--- config.mk ---
export PLATFORM = sky130hd
export DESIGN_NAME = bo_datapath_flat
export DESIGN_NICKNAME = d
export VERILOG_FILES = /design/src/rtl/bo_datapath_if.sv /design/src/rtl/bo_datapath.sv /design/src/flat_wrapper.sv
export SDC_FILE = /design/constraint.sdc
export NUM_CORES = 1
export LEC_CHECK = 0
export BUFFER_PORTS_ARGS = -buffer_cell sky130_fd_sc_hd__buf_4
export CORE_ASPECT_RATIO = 0.75
export CORE_MARGIN = 2
export CORE_UTILIZATION = 55
export DETAILED_ROUTE_END_ITERATION = 12
export HOLD_SLACK_MARGIN = 0.06
export PLACE_DENSITY_LB_ADDON = 0.1
export SLEW_MARGIN = 10
export SYNTH_ARGS = -nofsm -noshare
export SYNTH_HDL_FRONTEND = slang
export SYNTH_SLANG_ARGS = --single-unit
--- constraint.sdc ---
create_clock -name clk -period 10.5 [get_ports clk]
set_clock_uncertainty 0.2 [all_clocks]
set_input_delay 2.625 -clock clk [delete_from_list [all_inputs] [get_ports clk]]
set_output_delay 2.625 -clock clk [all_outputs]
set_load 0.01 [all_outputs]
--- src/rtl/bo_datapath_if.sv ---
// Control-word / result bundle between the control FSM (master) and the BO datapath (slave).
// dbg_x and dbg_h expose the internal X and H registers for observation.
interface bo_datapath_if #(
  parameter int WIDTH = 16,
  parameter int CNT_W = 8
);
  // Control word from the FSM, already registered upstream
  logic [WIDTH-1:0] x_in;
  logic             LX;
  logic             LS;
  logic             LH;
  logic             Hula;
  logic [1:0]       M0;
  logic [1:0]       M1;
  logic [1:0]       M2;
  logic             clr_ovf;

  // result_valid is a one-cycle strobe with no ready: the consumer must take
  // result in the cycle result_valid is high; there is no back-pressure.
  logic [WIDTH-1:0] result;
  logic             result_valid;
  logic             ovf;
  logic [CNT_W-1:0] sample_cnt;

  logic [WIDTH-1:0] dbg_x;
  logic [WIDTH-1:0] dbg_h;

  modport master (
    output x_in, LX, LS, LH, Hula, M0, M1, M2, clr_ovf,
    input  result, result_valid, ovf, sample_cnt, dbg_x, dbg_h
  );

  modport slave (
    input  x_in, LX, LS, LH, Hula, M0, M1, M2, clr_ovf,
    output result, result_valid, ovf, sample_cnt, dbg_x, dbg_h
  );
endinterface

--- src/rtl/bo_datapath.sv ---
// BO operative datapath: X/H/S registers, add/multiply ALU, operand and write-back muxes.
// Optional macro BO_SAT_EN saturates the ALU result to all-ones on overflow.
module bo_datapath #(
  parameter int WIDTH = 16,
  parameter int K_A   = 1,
  parameter int K_B   = 2,
  parameter int CNT_W = 8
) (
  input  logic          clk,
  input  logic          reset,
  bo_datapath_if.slave  bus
);

  localparam logic [WIDTH-1:0] KA_W = WIDTH'(K_A);
  localparam logic [WIDTH-1:0] KB_W = WIDTH'(K_B);
  localparam logic [CNT_W-1:0] CNT_ONE = {{(CNT_W-1){1'b0}}, 1'b1};

  logic [WIDTH-1:0]   x_q, x_d;
  logic [WIDTH-1:0]   h_q, h_d;
  logic [WIDTH-1:0]   s_q, s_d;
  logic               valid_q, valid_d;
  logic               ovf_q, ovf_d;
  logic [CNT_W-1:0]   cnt_q, cnt_d;

  logic [WIDTH-1:0]   op_a;
  logic [WIDTH-1:0]   op_b;
  logic [WIDTH:0]     add_full;
  logic [2*WIDTH-1:0] mul_full;
  logic [WIDTH-1:0]   alu_raw;
  logic [WIDTH-1:0]   alu_res;
  logic               alu_ov;
  logic [WIDTH-1:0]   wb;
  logic               ovf_set;
  logic               ovf_clr;

  // Operand muxes: every select code decodes, so no control word yields X
  always_comb begin
    op_a = x_q;
    unique case (bus.M0)
      2'd0:    op_a = x_q;
      2'd1:    op_a = h_q;
      2'd2:    op_a = s_q;
      default: op_a = KA_W;
    endcase
  end

  always_comb begin
    op_b = x_q;
    unique case (bus.M1)
      2'd0:    op_b = x_q;
      2'd1:    op_b = h_q;
      2'd2:    op_b = s_q;
      default: op_b = KB_W;
    endcase
  end

  always_comb begin
    add_full = {1'b0, op_a} + {1'b0, op_b};
    mul_full = {{WIDTH{1'b0}}, op_a} * {{WIDTH{1'b0}}, op_b};
    if (bus.Hula) begin
      alu_raw = mul_full[WIDTH-1:0];
      alu_ov  = |mul_full[2*WIDTH-1:WIDTH];
    end else begin
      alu_raw = add_full[WIDTH-1:0];
      alu_ov  = add_full[WIDTH];
    end
  end

`ifdef BO_SAT_EN
  assign alu_res = alu_ov ? {WIDTH{1'b1}} : alu_raw;
`else
  assign alu_res = alu_raw;
`endif

  // Write-back bus; M2=3 shifts the already-truncated (or saturated) result
  always_comb begin
    wb = alu_res;
    unique case (bus.M2)
      2'd0:    wb = alu_res;
      2'd1:    wb = x_q;
      2'd2:    wb = op_a;
      default: wb = {1'b0, alu_res[WIDTH-1:1]};
    endcase
  end

  // Overflow only counts when the ALU result actually reaches a register
  always_comb begin
    ovf_set = alu_ov && (bus.LH || bus.LS) && ((bus.M2 == 2'd0) || (bus.M2 == 2'd3));
    ovf_clr = bus.clr_ovf || bus.LX;
    ovf_d   = ovf_q;
    if (ovf_set)      ovf_d = 1'b1;
    else if (ovf_clr) ovf_d = 1'b0;
  end

  always_comb begin
    x_d     = bus.LX ? bus.x_in : x_q;
    h_d     = bus.LH ? wb : h_q;
    s_d     = bus.LS ? wb : s_q;
    valid_d = bus.LS;
    cnt_d   = bus.LX ? (cnt_q + CNT_ONE) : cnt_q;
  end

  always_ff @(posedge clk or negedge reset) begin
    if (!reset) begin
      x_q     <= '0;
      h_q     <= '0;
      s_q     <= '0;
      valid_q <= 1'b0;
      ovf_q   <= 1'b0;
      cnt_q   <= '0;
    end else begin
      x_q     <= x_d;
      h_q     <= h_d;
      s_q     <= s_d;
      valid_q <= valid_d;
      ovf_q   <= ovf_d;
      cnt_q   <= cnt_d;
    end
  end

  assign bus.result       = s_q;
  assign bus.result_valid = valid_q;
  assign bus.ovf          = ovf_q;
  assign bus.sample_cnt   = cnt_q;
  assign bus.dbg_x        = x_q;
  assign bus.dbg_h        = h_q;

endmodule
--- src/flat_wrapper.sv ---
// flat-port wrapper written by rule: the top's interface ports become plain ports
module bo_datapath_flat 
#(
  parameter int WIDTH = 16,
  parameter int K_A   = 1,
  parameter int K_B   = 2,
  parameter int CNT_W = 8
)
  (clk, reset, bus_x_in, bus_LX, bus_LS, bus_LH, bus_Hula, bus_M0, bus_M1, bus_M2, bus_clr_ovf, bus_result, bus_result_valid, bus_ovf, bus_sample_cnt, bus_dbg_x, bus_dbg_h);
  bo_datapath_if #(.WIDTH(WIDTH), .CNT_W(CNT_W)) bus_i ();
  input  logic clk;
  input  logic reset;
  input wire logic [$bits(bus_i.x_in)-1:0] bus_x_in;
  input wire logic [$bits(bus_i.LX)-1:0] bus_LX;
  input wire logic [$bits(bus_i.LS)-1:0] bus_LS;
  input wire logic [$bits(bus_i.LH)-1:0] bus_LH;
  input wire logic [$bits(bus_i.Hula)-1:0] bus_Hula;
  input wire logic [$bits(bus_i.M0)-1:0] bus_M0;
  input wire logic [$bits(bus_i.M1)-1:0] bus_M1;
  input wire logic [$bits(bus_i.M2)-1:0] bus_M2;
  input wire logic [$bits(bus_i.clr_ovf)-1:0] bus_clr_ovf;
  output wire logic [$bits(bus_i.result)-1:0] bus_result;
  output wire logic [$bits(bus_i.result_valid)-1:0] bus_result_valid;
  output wire logic [$bits(bus_i.ovf)-1:0] bus_ovf;
  output wire logic [$bits(bus_i.sample_cnt)-1:0] bus_sample_cnt;
  output wire logic [$bits(bus_i.dbg_x)-1:0] bus_dbg_x;
  output wire logic [$bits(bus_i.dbg_h)-1:0] bus_dbg_h;
  assign bus_i.x_in = bus_x_in;
  assign bus_i.LX = bus_LX;
  assign bus_i.LS = bus_LS;
  assign bus_i.LH = bus_LH;
  assign bus_i.Hula = bus_Hula;
  assign bus_i.M0 = bus_M0;
  assign bus_i.M1 = bus_M1;
  assign bus_i.M2 = bus_M2;
  assign bus_i.clr_ovf = bus_clr_ovf;
  assign bus_result = bus_i.result;
  assign bus_result_valid = bus_i.result_valid;
  assign bus_ovf = bus_i.ovf;
  assign bus_sample_cnt = bus_i.sample_cnt;
  assign bus_dbg_x = bus_i.dbg_x;
  assign bus_dbg_h = bus_i.dbg_h;
  bo_datapath #(.WIDTH(WIDTH), .K_A(K_A), .K_B(K_B), .CNT_W(CNT_W)) u_core (.clk(clk), .reset(reset), .bus(bus_i));
endmodule
==> results of run 1 <==
-- sequential cells by signal, summed over array words and instances, names as in the netlist --
| name | cells |
|---|---|
| u_core.bus.dbg_h | 16 |
| u_core.bus.result_valid | 1 |
| u_core.bus.ovf | 1 |
| u_core.bus.result | 16 |
| u_core.bus.dbg_x | 16 |
| u_core.bus.sample_cnt | 8 |
-- final cells by class --
cell class	count	area [sq um]	share of cell area [%]
clock buffer	10	239	1.67
clock inverter	6	66.3	0.464
inverter	272	1020	7.15
multi-input combinational	1110	10200	71.2
sequential	58	1450	10.2
tap	300	375	2.63
timing repair buffer	128	961	6.73
-- critical path, stage by stage --
cell	delay [ps]
buf_4	290
nor2b_1	110
buf_4	190
nand2_1	70
o21a_1	460
clkinv_1	470
nand2_1	220
fa_1	430
fa_1	550
inv_1	50
fa_1	480
fa_1	500
fa_1	490
inv_1	50
fa_1	470
inv_1	40
ha_1	340
a21oi_1	490
nor3b_1	520
o211a_1	230
nor3_1	70
a2111oi_4	360
nand4_1	160
nor4_2	280
a31oi_1	130
-- metrics by stage --
step | cells | worst slack [ps] | utilization (%) | hold slack [ps] | instance area [sq um]
6_report | 1884 | 403 | 62.1 | 291 | 14300
5_1_grt | 1884 | 77.4 | 62.1 | 323 | 14300
4_1_cts | 1884 | 478 | 62.1 | 292 | 14300
3_5_place_dp | 1868 | 129 | 60.7 | 281 | 14000
3_3_place_gp | 1868 | 243 | 60.7 | 263 | 14000
2_1_floorplan | 1502 | 846 | - | 308 | 12900
-- cell families (layout without fill, tap and decap cells) --
family	Yosys count	after routing	synth area share, %
and+or+nand+nor	434	434	14.3
muxes	86	86	7.18
AOI/OAI and AO/OA	237	237	12.8
adders and majority gates	320	320	42.4
DFF	58	58	11.3
buffers and inverters	334	416	9.86
xor gates and xnor gates	33	33	2.24
-- cell usage in the layout (no fill, tap or decap), types with 9 or more instances in the layout --
| cell | count |
|---|---|
| a211oi_1 | 13 |
| a21o_1 | 10 |
| a21oi_1 | 51 |
| a221oi_1 | 10 |
| buf_4 | 128 |
| clkbuf_16 | 9 |
| clkinv_1 | 14 |
| dfrtp_1 | 58 |
| fa_1 | 195 |
| ha_1 | 125 |
| inv_1 | 255 |
| mux2_2 | 48 |
| mux2i_1 | 37 |
| nand2_1 | 173 |
| nand3_1 | 10 |
| nand4_1 | 11 |
| nor2_1 | 183 |
| o21a_1 | 29 |
| o21ai_0 | 38 |
| o21ai_1 | 9 |
| xnor2_1 | 21 |
| xor2_1 | 12 |
-- cells in the mapped netlist (all sizes together) (6+ instances only) --
cell / count
nand4: 11
clkbuf: 41
nor3: 8
mux2i: 37
o21a: 29
ha: 125
o21ai: 47
nor2b: 9
a211oi: 15
xnor2: 21
mux2: 49
or2: 7
nand2: 173
dfrtp: 58
a2bb2oi: 6
a21oi: 53
nor2: 184
buf: 21
nand2b: 7
a21o: 11
xor2: 12
a221oi: 10
inv: 258
clkinv: 14
o2111ai: 6
o211ai: 8
nand3: 10
fa: 195
a31oi: 7
-- per-layer routing --
metal	GRT usage, %	routed length [um]	up-vias
met5	1.60	49	-
met4	7.66	863	2
met3	11.3	5070	71
met2	45.9	16200	600
met1	48.6	17600	5491
li1	-	-	5020
-- final timing paths --
| kind | start | to | slack [ps] | cells past startpoint |
|---|---|---|---|---|
| setup / recovery | bus_M0[1] | u_core.bus.ovf | 400 | 25 |
| hold / removal | u_core.bus.sample_cnt[7] | u_core.bus.sample_cnt[7] | 290 | 1 |
| setup reg to reg | u_core.bus.dbg_x[12] | u_core.bus.ovf | 2680 | 22 |
| hold reg to reg | u_core.bus.sample_cnt[7] | u_core.bus.sample_cnt[7] | 290 | 1 |
| max in group asynchronous | reset | u_core.bus.dbg_h[15] | 7420 | 1 |
| min in group asynchronous | reset | u_core.bus.sample_cnt[6] | 2160 | 1 |
==> qor.yml, run 1 <==
synthesis:
  yosys.area.top_type: "fa_1"
  synth_top_area_share_pct: 30.3
  synth-edff-count: 0
  synth.ff_latch_count: 58
  yosysWarnings: 0
  syn_nets: 1851
  synthFlopType: "dfrtp_1"
  synth_area_leaders: "fa_1 (30%), ha_1 (12%), dfrtp_1 (11%), inv_1 (7.4%), nor2_1 (5.3%)"
  seq_area_frac_synth_pct: 11.3
  avgSynthCellArea_sq_um: 8.58
  synthArstFlopShare_pct: 100
  synth_cell_type_count: 70
  synth_cells: 1502
  syn_area_sq_um: 12900
route:
  wl_per_cell_um: 21.1
  drtPass1Iterations: 8
  drt_iter0_markers: 1195
  drt-total-wl_um: 39800
  drc: 0
  ant_nets: 0
  vias: 11184
  vias_per_cell: 5.94
clock_network:
  clk_pin_slew_ps: 70
  clkLatencyLatePin_ps: 340
  numCtsBuffers: 9
  post_cts_buffers: 0
  cts_buffer_depth: 2
  cts_hold_buf: 0
  ctsRootBufferMaster: "clkbuf_16"
  htreeDepth: 3
  cts_tree: "built"
  cts_sinks: 58
  cts.repair.resized: 0
global_routing:
  gr-total-overflow: 0
  antenna_found_initial: 0
  first_global_vias: 11004
  track_usage_pct: 32.8
  grt_start_max_net_pins: 59
  grt_first_pass_wirelength_um: 62100
floorplan:
  start_util_pct: 56.0
  rows: 48
  die_w_um: 181
  pin_count: 87
  die_h_um: 137
  coreArea_sq_um: 23000
  die_area_sq_um: 24700
placement:
  hpwlAfterDp_um: 32700
  place_congestion: 0.958
  port_buffers: 86
timing:
  rsz0062_at_grt: "false"
  fmax_ghz: 0.0990
  hold_viol: 0
  setup_tns_ps: 0
  finalCriticalPeriod_ps: 10100
  maxSlewHeadroom_pct: 38.8
  setup_viol: 0
  finalMaxSlewViolations: 0
  fin_crit_sh_pct: 96.2
  tightest_slew_ps: 910
final_layout:
  nNetsFinal: 1928
  syn2layout_area_growth_pct: 10.8
  num-fill-cells: 2080
  drive_gt1_share_pct: 13.3
  diodes: 0
worst_setup_path:
  worstPathRequired_ps: 10510
  path_class: "input pin to register"
  worstPathMaxFanout: 18
  worstSetupEndpointType: "register"
  startpoint_type: "input pin"
  cp.arrival_ps: 10110
run:
  cap_viol_max_count: 0
status:
  status: "finished clean"
min_path:
  hold_path_class: "register to register"
Power of run 1 is not shown: default switching activity piles up to over one toggle a cycle in this logic, so the estimate is an artifact.
==> inputs of run 2 (changes only) <==
clock period = 13 ns   (was 10.5 ns; I/O delays follow)
==> run 2 against run 1 <==
Compared with the run above:
- largest cell class unchanged
- global-route usage up 0.75 points
- via count grew 0.38%
- register-to-register slack better by 1700 ps
- hold slack worse by 7.4 ps
- clock-buffer cell count fell by 1
- design area decreased by 1.6%
- cell count is 1.8% lower
==> qor.yml, run 2 (synthesized netlist as in run 1, its figures left out) <==
worst_setup_path:
  cp-startpoint: "bus_M1[1]"
  crit_path_top_delay_cell: "nor2b_1"
  worstPathRequired_ps: 13020
  rr_startpoint: "u_core.bus.dbg_x[7]"
  cpPeakStageDelay_ps: 970
  startpoint_type: "input pin"
  crit_buf_inv: 8
  path_class: "input pin to register"
  worstSetupEndpointType: "register"
  reg2reg_to: "u_core.bus.ovf"
  r2r.worst_path.cells: 26
  worstPathMaxFanout: 18
  critPathTopFamily: "adder cells"
  reg2reg_slack_ps: 4400
  cp_common_cell: "inv_1"
  cp.arrival_ps: 11780
status:
  status: "finished clean"
run:
  cap_viol_max_count: 0
placement:
  place_congestion: 1.01
  port_buffers: 86
  hpwlAfterDp_um: 32300
  dp_cells: 1834
timing:
  fmax_ghz: 0.0850
  finalCriticalPeriod_ps: 11760
  setup_viol: 0
  rsz0062_at_grt: "false"
  setup_tns_ps: 0
  finalMaxSlewViolations: 0
  tightest_slew_ps: 1200
  maxSlewHeadroom_pct: 19.6
  hold_viol: 0
  fin_crit_sh_pct: 90.5
global_routing:
  gr-total-overflow: 0
  first_global_vias: 10957
  antenna_found_initial: 0
  track_usage_pct: 33.5
  grt_first_pass_wirelength_um: 63000
  grt_start_max_net_pins: 59
floorplan:
  rows: 48
  start_util_pct: 56.0
  coreArea_sq_um: 23000
  die_area_sq_um: 24700
  die_h_um: 137
  die_w_um: 181
  pin_count: 87
min_path:
  hold-path-endpoint: "u_core.bus.sample_cnt[7]"
  hold_depth: 1
  hold_path_startpoint: "u_core.bus.sample_cnt[7]"
  hold_path_class: "register to register"
route:
  vias: 11227
  drtPass1Iterations: 8
  ant_nets: 0
  drt-total-wl_um: 40400
  vias_per_cell: 6.07
  drt_iter0_markers: 1302
  drc: 0
  wl_per_cell_um: 21.8
clock_network:
  cts.repair.resized: 0
  clkLatencyLatePin_ps: 340
  numCtsBuffers: 9
  cts_buffer_depth: 2
  post_cts_buffers: 0
  ctsRootBufferMaster: "clkbuf_16"
  htreeDepth: 3
  cts_hold_buf: 0
  cts_sinks: 58
  cts_tree: "built"
  clk_pin_slew_ps: 60
final_layout:
  final_cells: 1850
  final_common_cell: "inv_1"
  syn2layout_area_growth_pct: 9.01
  mostFrequentLayoutCells: "inv_1 (255), fa_1 (195), nor2_1 (183), nand2_1 (173), ha_1 (125)"
  nNetsFinal: 1894
  drive_gt1_share_pct: 11.5
  diodes: 0
run 2: metrics by stage:
step	setup slack, ps	util (%)	hold slack [ps]	area (sq um)
floorplan	2720	-	308	12900
global placement	1210	59.7	265	13700
detailed placement	1100	59.7	272	13700
CTS	1450	61.1	280	14000
global route	1010	61.1	307	14000
finish	1240	61.1	283	14000
run 2: worst max path at each step:
| stage | depth (start not counted) | endpoint |
|---|---|---|
| floorplan | 27 | u_core.bus.ovf |
| global placement | 28 | u_core.bus.ovf |
| detailed placement | 28 | u_core.bus.ovf |
| CTS | 28 | u_core.bus.ovf |
| global route | 28 | u_core.bus.ovf |
| finish | 28 | u_core.bus.ovf |
run 2: layer usage:
| metal | track usage [%] | vias to the layer above | wire, um |
|---|---|---|---|
| li1 | - | 4969 | - |
| met1 | 49.6 | 5462 | 17800 |
| met2 | 47.8 | 727 | 16400 |
| met3 | 10.8 | 69 | 5370 |
| met4 | 7.44 | 0 | 834 |
| met5 | 0 | - | 0 |
run 2: area by class of cell:
class	instances	area, sq um
clock inverters	7	101
inverters	272	1020
multi-input cells	1110	10200
flip-flops and latches	58	1450
well taps	300	375
fillers	2079	8950
repair buffers	94	706
clock buffers	9	225
Power of run 2 is left out for the same reason.
